--- src/rtl/lfsr_pkg.sv ---
// Shared types and helpers for the parametrised LFSR word generator.
package lfsr_pkg;

  typedef enum logic {
    LFSR_FIBONACCI = 1'b0,
    LFSR_GALOIS    = 1'b1
  } lfsr_mode_e;

  typedef enum logic {
    FILL = 1'b0,
    RUN  = 1'b1
  } lfsr_state_e;

  // Galois XOR mask: the tap mask rotated left by one within the register width.
  function automatic logic [63:0] lfsr_galois_mask(input logic [63:0] taps, input int width);
    logic [63:0] g;
    g    = '0;
    g[0] = taps[width-1];
    for (int i = 1; i < 64; i++) begin
      if (i < width) g[i] = taps[i-1];
    end
    return g;
  endfunction

endpackage

--- src/rtl/lfsr_step.sv ---
// One combinational single-bit LFSR shift, Fibonacci or Galois form.
module lfsr_step
  import lfsr_pkg::*;
#(
  parameter int               WIDTH = 16,
  parameter logic [WIDTH-1:0] TAPS  = 16'hB400,
  parameter lfsr_mode_e       MODE  = LFSR_FIBONACCI
) (
  input  logic [WIDTH-1:0] d,
  output logic [WIDTH-1:0] q
);

  if (MODE == LFSR_GALOIS) begin : g_galois
    localparam logic [WIDTH-1:0] GMASK = WIDTH'(lfsr_galois_mask(64'(TAPS), WIDTH));
    assign q = {d[WIDTH-2:0], 1'b0} ^ (d[WIDTH-1] ? GMASK : '0);
  end else begin : g_fibonacci
    assign q = {d[WIDTH-2:0], ^(d & TAPS)};
  end

endmodule

--- src/rtl/lfsr_stream.sv ---
// LFSR word source with valid/ready output stream and a seed load port.
module lfsr_stream
  import lfsr_pkg::*;
#(
  parameter int               WIDTH        = 16,
  parameter logic [WIDTH-1:0] TAPS         = 16'hB400,
  parameter logic [WIDTH-1:0] INITIAL_FILL = 16'h0001,
  parameter lfsr_mode_e       MODE         = LFSR_FIBONACCI,
  parameter int               STEPS        = 1
) (
  input  logic             clk,
  input  logic             rst,
  input  logic             i_seed_valid,
  input  logic [WIDTH-1:0] i_seed,
  output logic             o_seed_ready,
  output logic             o_valid,
  input  logic             i_ready,
  output logic [WIDTH-1:0] o_out,
  output logic             o_lockup
);

  if (WIDTH < 3 || WIDTH > 64) begin : g_bad_width
    $fatal(1, "lfsr_stream: WIDTH must be in 3..64");
  end
  if (TAPS[WIDTH-1] != 1'b1) begin : g_bad_taps
    $fatal(1, "lfsr_stream: TAPS must include the x^WIDTH term");
  end
  if (INITIAL_FILL == '0) begin : g_bad_fill
    $fatal(1, "lfsr_stream: INITIAL_FILL must be non-zero");
  end
  if (STEPS < 1 || STEPS > WIDTH) begin : g_bad_steps
    $fatal(1, "lfsr_stream: STEPS must be in 1..WIDTH");
  end

  lfsr_state_e                  state_q, state_d;
  logic        [WIDTH-1:0]      r_q, r_d;
  logic                         lockup_q, lockup_d;
  logic        [STEPS:0][WIDTH-1:0] chain;
  logic                         seed_hs, out_hs, seed_zero;

  // Word advance: STEPS single shifts chained within one cycle.
  assign chain[0] = r_q;
  for (genvar i = 0; i < STEPS; i++) begin : g_chain
    lfsr_step #(
      .WIDTH(WIDTH),
      .TAPS (TAPS),
      .MODE (MODE)
    ) u_step (
      .d(chain[i]),
      .q(chain[i+1])
    );
  end

  assign o_valid      = (state_q == RUN);
  assign o_seed_ready = (state_q == RUN);
  assign o_out        = r_q;
  assign o_lockup     = lockup_q;

  assign seed_hs   = i_seed_valid & o_seed_ready;
  assign out_hs    = o_valid & i_ready;
  assign seed_zero = (i_seed == '0);

  // A seed load takes priority over a simultaneous output advance.
  always_comb begin
    state_d  = state_q;
    r_d      = r_q;
    lockup_d = 1'b0;
    case (state_q)
      FILL: state_d = RUN;
      RUN: begin
        if (seed_hs) begin
          state_d  = FILL;
          r_d      = seed_zero ? INITIAL_FILL : i_seed;
          lockup_d = seed_zero;
        end else if (out_hs) begin
          r_d = chain[STEPS];
        end
      end
      default: state_d = FILL;
    endcase
  end

  always_ff @(posedge clk) begin
    if (rst) begin
      state_q  <= FILL;
      r_q      <= INITIAL_FILL;
      lockup_q <= 1'b0;
    end else begin
      state_q  <= state_d;
      r_q      <= r_d;
      lockup_q <= lockup_d;
    end
  end

endmodule
--- config.mk ---
export PLATFORM = sky130hd
export DESIGN_NAME = lfsr_stream
export DESIGN_NICKNAME = d
export VERILOG_FILES = /design/src/rtl/lfsr_pkg.sv /design/src/rtl/lfsr_step.sv /design/src/rtl/lfsr_stream.sv
export SDC_FILE = /design/constraint.sdc
export NUM_CORES = 1
export LEC_CHECK = 0
export BUFFER_PORTS_ARGS = -buffer_cell sky130_fd_sc_hd__buf_2
export CAP_MARGIN = 10
export CORE_MARGIN = 1
export CORE_UTILIZATION = 41
export CTS_CLUSTER_DIAMETER = 100
export DETAILED_ROUTE_END_ITERATION = 16
export HOLD_SLACK_MARGIN = 0.08
export PLACE_DENSITY = 0.81
export SYNTH_ARGS = -nofsm -noshare
export SYNTH_HDL_FRONTEND = slang
export SYNTH_SLANG_ARGS = --single-unit
--- constraint.sdc ---
create_clock -name clk -period 1.3 [get_ports clk]
set_clock_uncertainty 0.2 [all_clocks]
set_input_delay 0.195 -clock clk [delete_from_list [all_inputs] [get_ports clk]]
set_output_delay 0.195 -clock clk [all_outputs]
set_load 0.005 [all_outputs]
==> impl_metrics.csv, run 1 <==
group,metric,value,unit
drt,wire_per_inst,18.1,um
drt,wl,3.33,mm
timing,finalHoldViolations,7,
cts,cts_tree,"yes",
logic_synthesis,synth_nets,125,
timing,max_freq,0.713,GHz
timing,fin_crit,1400,ps
die,pin_count,39,
placed_design,place_area,1130,sq um
power_and_ir_drop,power.leakage,0.589,nW
cts,clock_latency,310,ps
critical_path,cpPeakStageDelay,400,ps
critical_path,critPathCaptureType,"flop",
drt,dr.first_iter.drc_count,52,
die,die_w,48.3,um
logic_synthesis,yosysSeqAreaShare,41.0,%
min_path,hold_start,"i_seed[10]",
logic_synthesis,syn_avg_cell_area,8.37,sq um
drt,drt-met1-wl,1.28,mm
power_and_ir_drop,power_density,1000,nW/um^2
timing,hold_ws,-38.1,ps
critical_path,critPathLaunch,"o_seed_ready",
critical_path,required,1310,ps
placed_design,dp.cells,172,
cts,cts_max_path_buffers,2,
final_layout,diodes,0,
final_layout,fin_nets,178,
logic_synthesis,synthArstFlopShare,0,%
status,violations,"negative hold slack, negative setup slack",
drt,firstDrtPassIters,4,
logic_synthesis,synthTopCellsByArea,"dfxtp_1 (41%), a311oi_1 (16%), nand3_1 (8.5%)",
critical_path,cp-start-kind,"flop",
cts,root_buffer,"clkbuf_4",
cts,clkTransAtPathRegs,110,ps
final_layout,drive_above_1_share,53.5,%
logic_synthesis,synth_most_common_cell,"dfxtp_1",
min_path,hp-class,"in -> reg",
drt,wl_met2,1.62,mm
logic_synthesis,netlist_area,878,sq um
logic_synthesis,syn_inst,105,
global_routing,grt_use_total,23.5,%
cts,htree_levels,1,
die,start_util,44.3,%
final_layout,syn2layout_area_growth,63.7,%
drt,route.met3.wl,298,um
global_routing,grt_start_max_net_pins,19,
status,outcome,"finished, violations left",
logic_synthesis,yosys-top-cells-count,"dfxtp_1 (18), a311oi_1 (16), nand2_1 (15), nand3_1 (15), nor2_1 (15)",
critical_path,worstPathMaxFanout,8,
timing,slew_headroom,72.0,%
critical_path,reg2reg_from,"o_seed_ready",
final_layout,final_cells,184,
timing,fin_ws,-103,ps
timing,fin_crit_sh,108,%
critical_path,critPathArrivalTime,1410,ps
drt,antenna_left,0,
drt,routed.top_layer,"met4",
logic_synthesis,synth.top_cell.area_share,41.0,%
drt,drt-vias-per-instance,6.03,
logic_synthesis,yosys.area.top_type,"dfxtp_1",
critical_path,cp_cell_sequence,"o21a_4 > buf_12 > nor2_1 > a311oi_1",
logic_synthesis,synth_seq_cells,18,
global_routing,grt-ovfl-total,0,
placed_design,routabilityCongestion,0.750,
cts,numCtsBuffers,3,
timing,tightest_slew,416,ps
critical_path,critical_path_class,"reg -> reg",
placed_design,dp_hpwl,1.73,mm
cts,cts.sinks,18,
flow_run,cap_viol_max_count,0,
final_layout,n_fill_cell,125,
final_layout,design_area,1440,sq um
power_and_ir_drop,irDropWorstVdd,768,uV
placed_design,numPortBuffers,38,
logic_synthesis,synthFlopType,"dfxtp_1",
die,die_y,48.3,um
timing,rsz0062_at_grt,"true",
logic_synthesis,synth_cell_types,20,
drt,drc,0,
global_routing,grt_pass1_wl,3.75,mm
timing,setup_violations,7,
logic_synthesis,synth_warnings,0,
logic_synthesis,synth_edf_count,0,
critical_path,cp_slowest_cell,"dfxtp_4",
die,rows,16,
timing,slew_violations,0,
die,coreArea,1980,sq um
die,fp.dieArea,2330,sq um
global_routing,first_global_vias,817,
drt,vias,1110,
global_routing,antenna_found_initial,0,
## path summary, 6_finish.rpt
| path | end | slack (ps) | depth (start not counted) |
|---|---|---|---|
| worst min-delay path | o_out[10] | -40 | 3 |
| worst min register to register | o_out[6] | 310 | 2 |
| worst max-delay path | o_out[2] | -100 | 4 |
| worst max register to register | o_out[2] | -100 | 4 |
## critical path, delay by kind of cell, from the launching register on
kind / cells / cell delay (ps)
flip-flops: 1 / 400
buffers and inverters: 1 / 140
AO/OA/AOI/OAI: 2 / 500
AND/OR/NAND/NOR: 1 / 60
## layout make-up
cell class / count / area [sq um] / share of cell area [%]
multi-input combinational: 78 / 559 / 38.9
timing repair buffer: 57 / 439 / 30.5
tap: 27 / 33.8 / 2.35
sequential: 18 / 369 / 25.7
clock buffer: 4 / 36.3 / 2.52
## what timing repair did
action,in CTS,in global routing
hold buffers,1,1
cloned,0,3
setup buffers,3,1
setup endpoints to repair,16,22
gates resized for setup,9,30
endpoints found under the hold margin,18,17
pin swaps,2,11
## metrics by stage
step	total power [mW]	util [%]	setup WS, ps	setup TNS, ps	hold WS [ps]
after detailed placement	0.936	57.3	-40.8	-58.5	271
after CTS	1.32	62.6	-3.88	-3.88	-37.5
final	1.44	72.5	-103	-237	-38.1
after global placement	0.926	57.3	19.4	0	266
after global routing	1.49	72.5	-106	-441	-38.2
after floorplan	0.807	-	-19.0	-19.0	144
## cells by family after synthesis
kind of cell | Yosys count | share of synthesized area, %
AOI/OAI and AO/OA | 19 | 18.8
xor gates and xnor gates | 3 | 2.99
buffers and inverters | 11 | 8.97
DFF | 18 | 41.0
and+or+nand+nor | 54 | 28.2
## power by group
group / switching [mW] / internal, mW / leakage (nW) / total [mW]
Clock: 0.197 / 0.171 / 0.0210 / 0.368
Combinational: 0.211 / 0.219 / 0.417 / 0.430
Sequential: 0.0430 / 0.597 / 0.150 / 0.640
Total: 0.451 / 0.987 / 0.589 / 1.44
## layer usage
layer  vias to the layer above  track usage [%]
met3                        17             2.22
met2                        72             41.1
met5                         -                0
li1                        497                -
met1                       524             29.8
met4                         0             8.33
## cell usage in the layout (no fill, tap or decap), types with 2 or more instances in the layout
cell type / count
buf_4: 6
nor4_1: 4
nand2_1: 15
nor2_2: 2
buf_2: 32
clkbuf_4: 3
a311oi_2: 9
a311oi_1: 7
nand3_2: 3
nor2_4: 2
buf_6: 15
dlygate4sd3_1: 2
nand3_1: 12
nor2_1: 11
dfxtp_2: 4
nor2b_1: 2
xnor2_1: 2
dfxtp_1: 13
## flip-flops by register name (all words and copies together), names as in the netlist
| name | flops |
|---|---|
| o_seed_ready | 1 |
| o_out | 16 |
| o_lockup | 1 |
No activity file was read; power rests on OpenSTA's default activity.
==> run 2, diff against run 1 <==
--- a/config.mk
+++ b/config.mk
@@ -7,12 +7,13 @@
 export LEC_CHECK = 0
 export BUFFER_PORTS_ARGS = -buffer_cell sky130_fd_sc_hd__buf_2
 export CAP_MARGIN = 10
+export CORE_ASPECT_RATIO = 1.2
 export CORE_MARGIN = 1
-export CORE_UTILIZATION = 41
+export CORE_UTILIZATION = 45
 export CTS_CLUSTER_DIAMETER = 100
 export DETAILED_ROUTE_END_ITERATION = 16
 export HOLD_SLACK_MARGIN = 0.08
-export PLACE_DENSITY = 0.81
+export PLACE_DENSITY = 0.84
 export SYNTH_ARGS = -nofsm -noshare
 export SYNTH_HDL_FRONTEND = slang
 export SYNTH_SLANG_ARGS = --single-unit
==> constraint.sdc (replaced) <==
create_clock -name clk -period 1.5 [get_ports clk]
set_clock_uncertainty 0.2 [all_clocks]
set_input_delay 0.225 -clock clk [delete_from_list [all_inputs] [get_ports clk]]
set_output_delay 0.225 -clock clk [all_outputs]
set_load 0.005 [all_outputs]
==> run 2 against run 1 <==
  * The run ends with negative hold slack left
  * Sequential share of layout area is 5.7 points higher
  * Clock-buffer cell count unchanged
  * Register-to-register slack better by 170 ps
  * Sequential power shrank 15%
  * Wire length is 30% lower
  * Die area is 8.5% lower
  * Core utilization is 9.7 points lower
  * Critical path depth unchanged
  * Fmax decreased by 2.3%
  * Worst hold slack better by 33 ps
  * First-iteration DRC count fell by 73%
  * Largest cell class unchanged
  * Largest power group unchanged
  * Highest routed layer unchanged
==> impl_metrics.csv, run 2 (synthesized netlist as in run 1, its figures left out) <==
group,metric,value,unit
global_routing,grt_use_total,22.3,%
status,outcome,"finished, violations left",
timing,rsz0062_at_grt,"false",
final_layout,fin_nets,168,
placed_design,numPortBuffers,38,
critical_path,critPathArrivalTime,1430,ps
die,fp.dieArea,2130,sq um
critical_path,cpPeakStageDelay,350,ps
final_layout,syn2layout_area_growth,30.8,%
global_routing,grt_start_max_net_pins,19,
power_and_ir_drop,irDropWorstVdd,497,uV
timing,setup_violations,0,
critical_path,critical_path_class,"reg -> reg",
critical_path,cp_cell_sequence,"buf_4 > nand2_4 > nand2_1 > a311oi_1",
cts,cts_max_path_buffers,2,
timing,fin_crit,1440,ps
power_and_ir_drop,power.leakage,0.496,nW
drt,antenna_left,0,
die,pin_count,39,
timing,max_freq,0.697,GHz
flow_run,cap_viol_max_count,0,
drt,firstDrtPassIters,5,
critical_path,worstPathMaxFanout,18,
final_layout,multiInputGateArea,445,sq um
cts,htree_levels,1,
drt,wire_per_inst,14.1,um
min_path,hp-class,"in -> reg",
cts,numCtsBuffers,3,
cts,clock_latency,300,ps
cts,cts_tree,"yes",
timing,slew_headroom,76.4,%
drt,dr.first_iter.drc_count,14,
placed_design,place_area,1060,sq um
status,violations,"negative hold slack",
global_routing,antenna_found_initial,0,
final_layout,utilization,62.8,%
cts,root_buffer,"clkbuf_4",
critical_path,required,1490,ps
final_layout,design_area,1150,sq um
drt,vias,970,
cts,clkTransAtPathRegs,110,ps
final_layout,regArea,360,sq um
global_routing,grt_pass1_wl,3.70,mm
timing,setup-tns-final,0,ps
global_routing,grt-ovfl-total,0,
critical_path,critPathCaptureType,"flop",
final_layout,diodes,0,
final_layout,drive_above_1_share,35.4,%
timing,finalHoldViolations,1,
die,die_y,50.4,um
power_and_ir_drop,power_density,959,nW/um^2
final_layout,layout_commonest_cell,"buf_2",
critical_path,cp-start-kind,"flop",
timing,slew_violations,0,
final_layout,largest_reg_flops,16,
final_layout,layout_common_cells,"buf_2 (38), dfxtp_1 (18)",
die,start_util,48.0,%
die,coreArea,1830,sq um
die,die_w,42.3,um
placed_design,routabilityCongestion,0.782,
global_routing,first_global_vias,889,
cts,cts.sinks,18,
drt,drt-vias-per-instance,5.84,
die,rows,17,
timing,fin_crit_sh,95.7,%
drt,wl,2.34,mm
drt,drc,0,
timing,tightest_slew,351,ps
final_layout,n_fill_cell,160,
critical_path,cp_slowest_cell,"dfxtp_1",
placed_design,dp_hpwl,1.64,mm
timing,hold_ws,-4.73,ps
run 2: cell types whose count changed in the layout (fill, tap and decap cells not counted), moves of 2 or more:
cell and change:
buf_2 +6, dlygate4sd3_1 +2, dfxtp_2 -4, nor2_2 -2, nand3_2 -3, nand3_1 +3, a311oi_2 -8, buf_6 -15
nor2_4 -2, a311oi_1 +8, nor2_1 +4, dfxtp_1 +5
run 2: area by class of cell:
cell class                      count  area share (%)
Multi-Input combinational cell     76            38.8
Sequential cell                    18            31.4
Timing Repair Buffer               49            24.6
Clock buffer                        4            3.16
Tap cell                           19            2.07
run 2: worst paths after layout:
path / from / endpoint / slack (ps) / cells after the start
hold reg to reg: o_out[5] / o_out[6] / 300 / 2
setup / recovery: o_seed_ready / o_out[8] / 60 / 4
hold / removal: i_seed[7] / o_out[7] / -5 / 3
setup reg to reg: o_seed_ready / o_out[8] / 60 / 4
run 2: through the flow:
stage	cells	worst slack (ps)	total power, mW
finish	166	64.3	1.10
global route	166	2.58	1.16
CTS	161	21.7	1.09
detailed placement	157	35.9	0.786
global placement	157	142	0.778
floorplan	105	125	0.697
run 2: routing by layer:
layer,routed length (um),vias to the layer above,GRT usage (%)
met5,0,-,0
met4,71,0,15.1
met3,103,10,1.44
met2,1210,37,37.2
met1,959,456,27.1
li1,-,467,-
run 2: what timing repair did:
item,4_1_cts,5_1_grt
setup endpoints to repair,0,3
setup buffers,0,1
resized for setup,0,1
hold endpoints to repair,17,17
run 2: worst max-delay path: cells and delay by family (launching register included):
kind / cells / cell delay, ps
simple gates: 2 / 270
buf+inv: 1 / 180
compound gates: 1 / 330
flops: 1 / 350
run 2: where the power goes:
group	leakage [nW]	internal (mW)	total, mW	switching, mW
Combinational	0.326	0.119	0.249	0.130
Sequential	0.149	0.515	0.544	0.0286
Clock	0.0210	0.148	0.309	0.161
Total	0.496	0.782	1.10	0.320
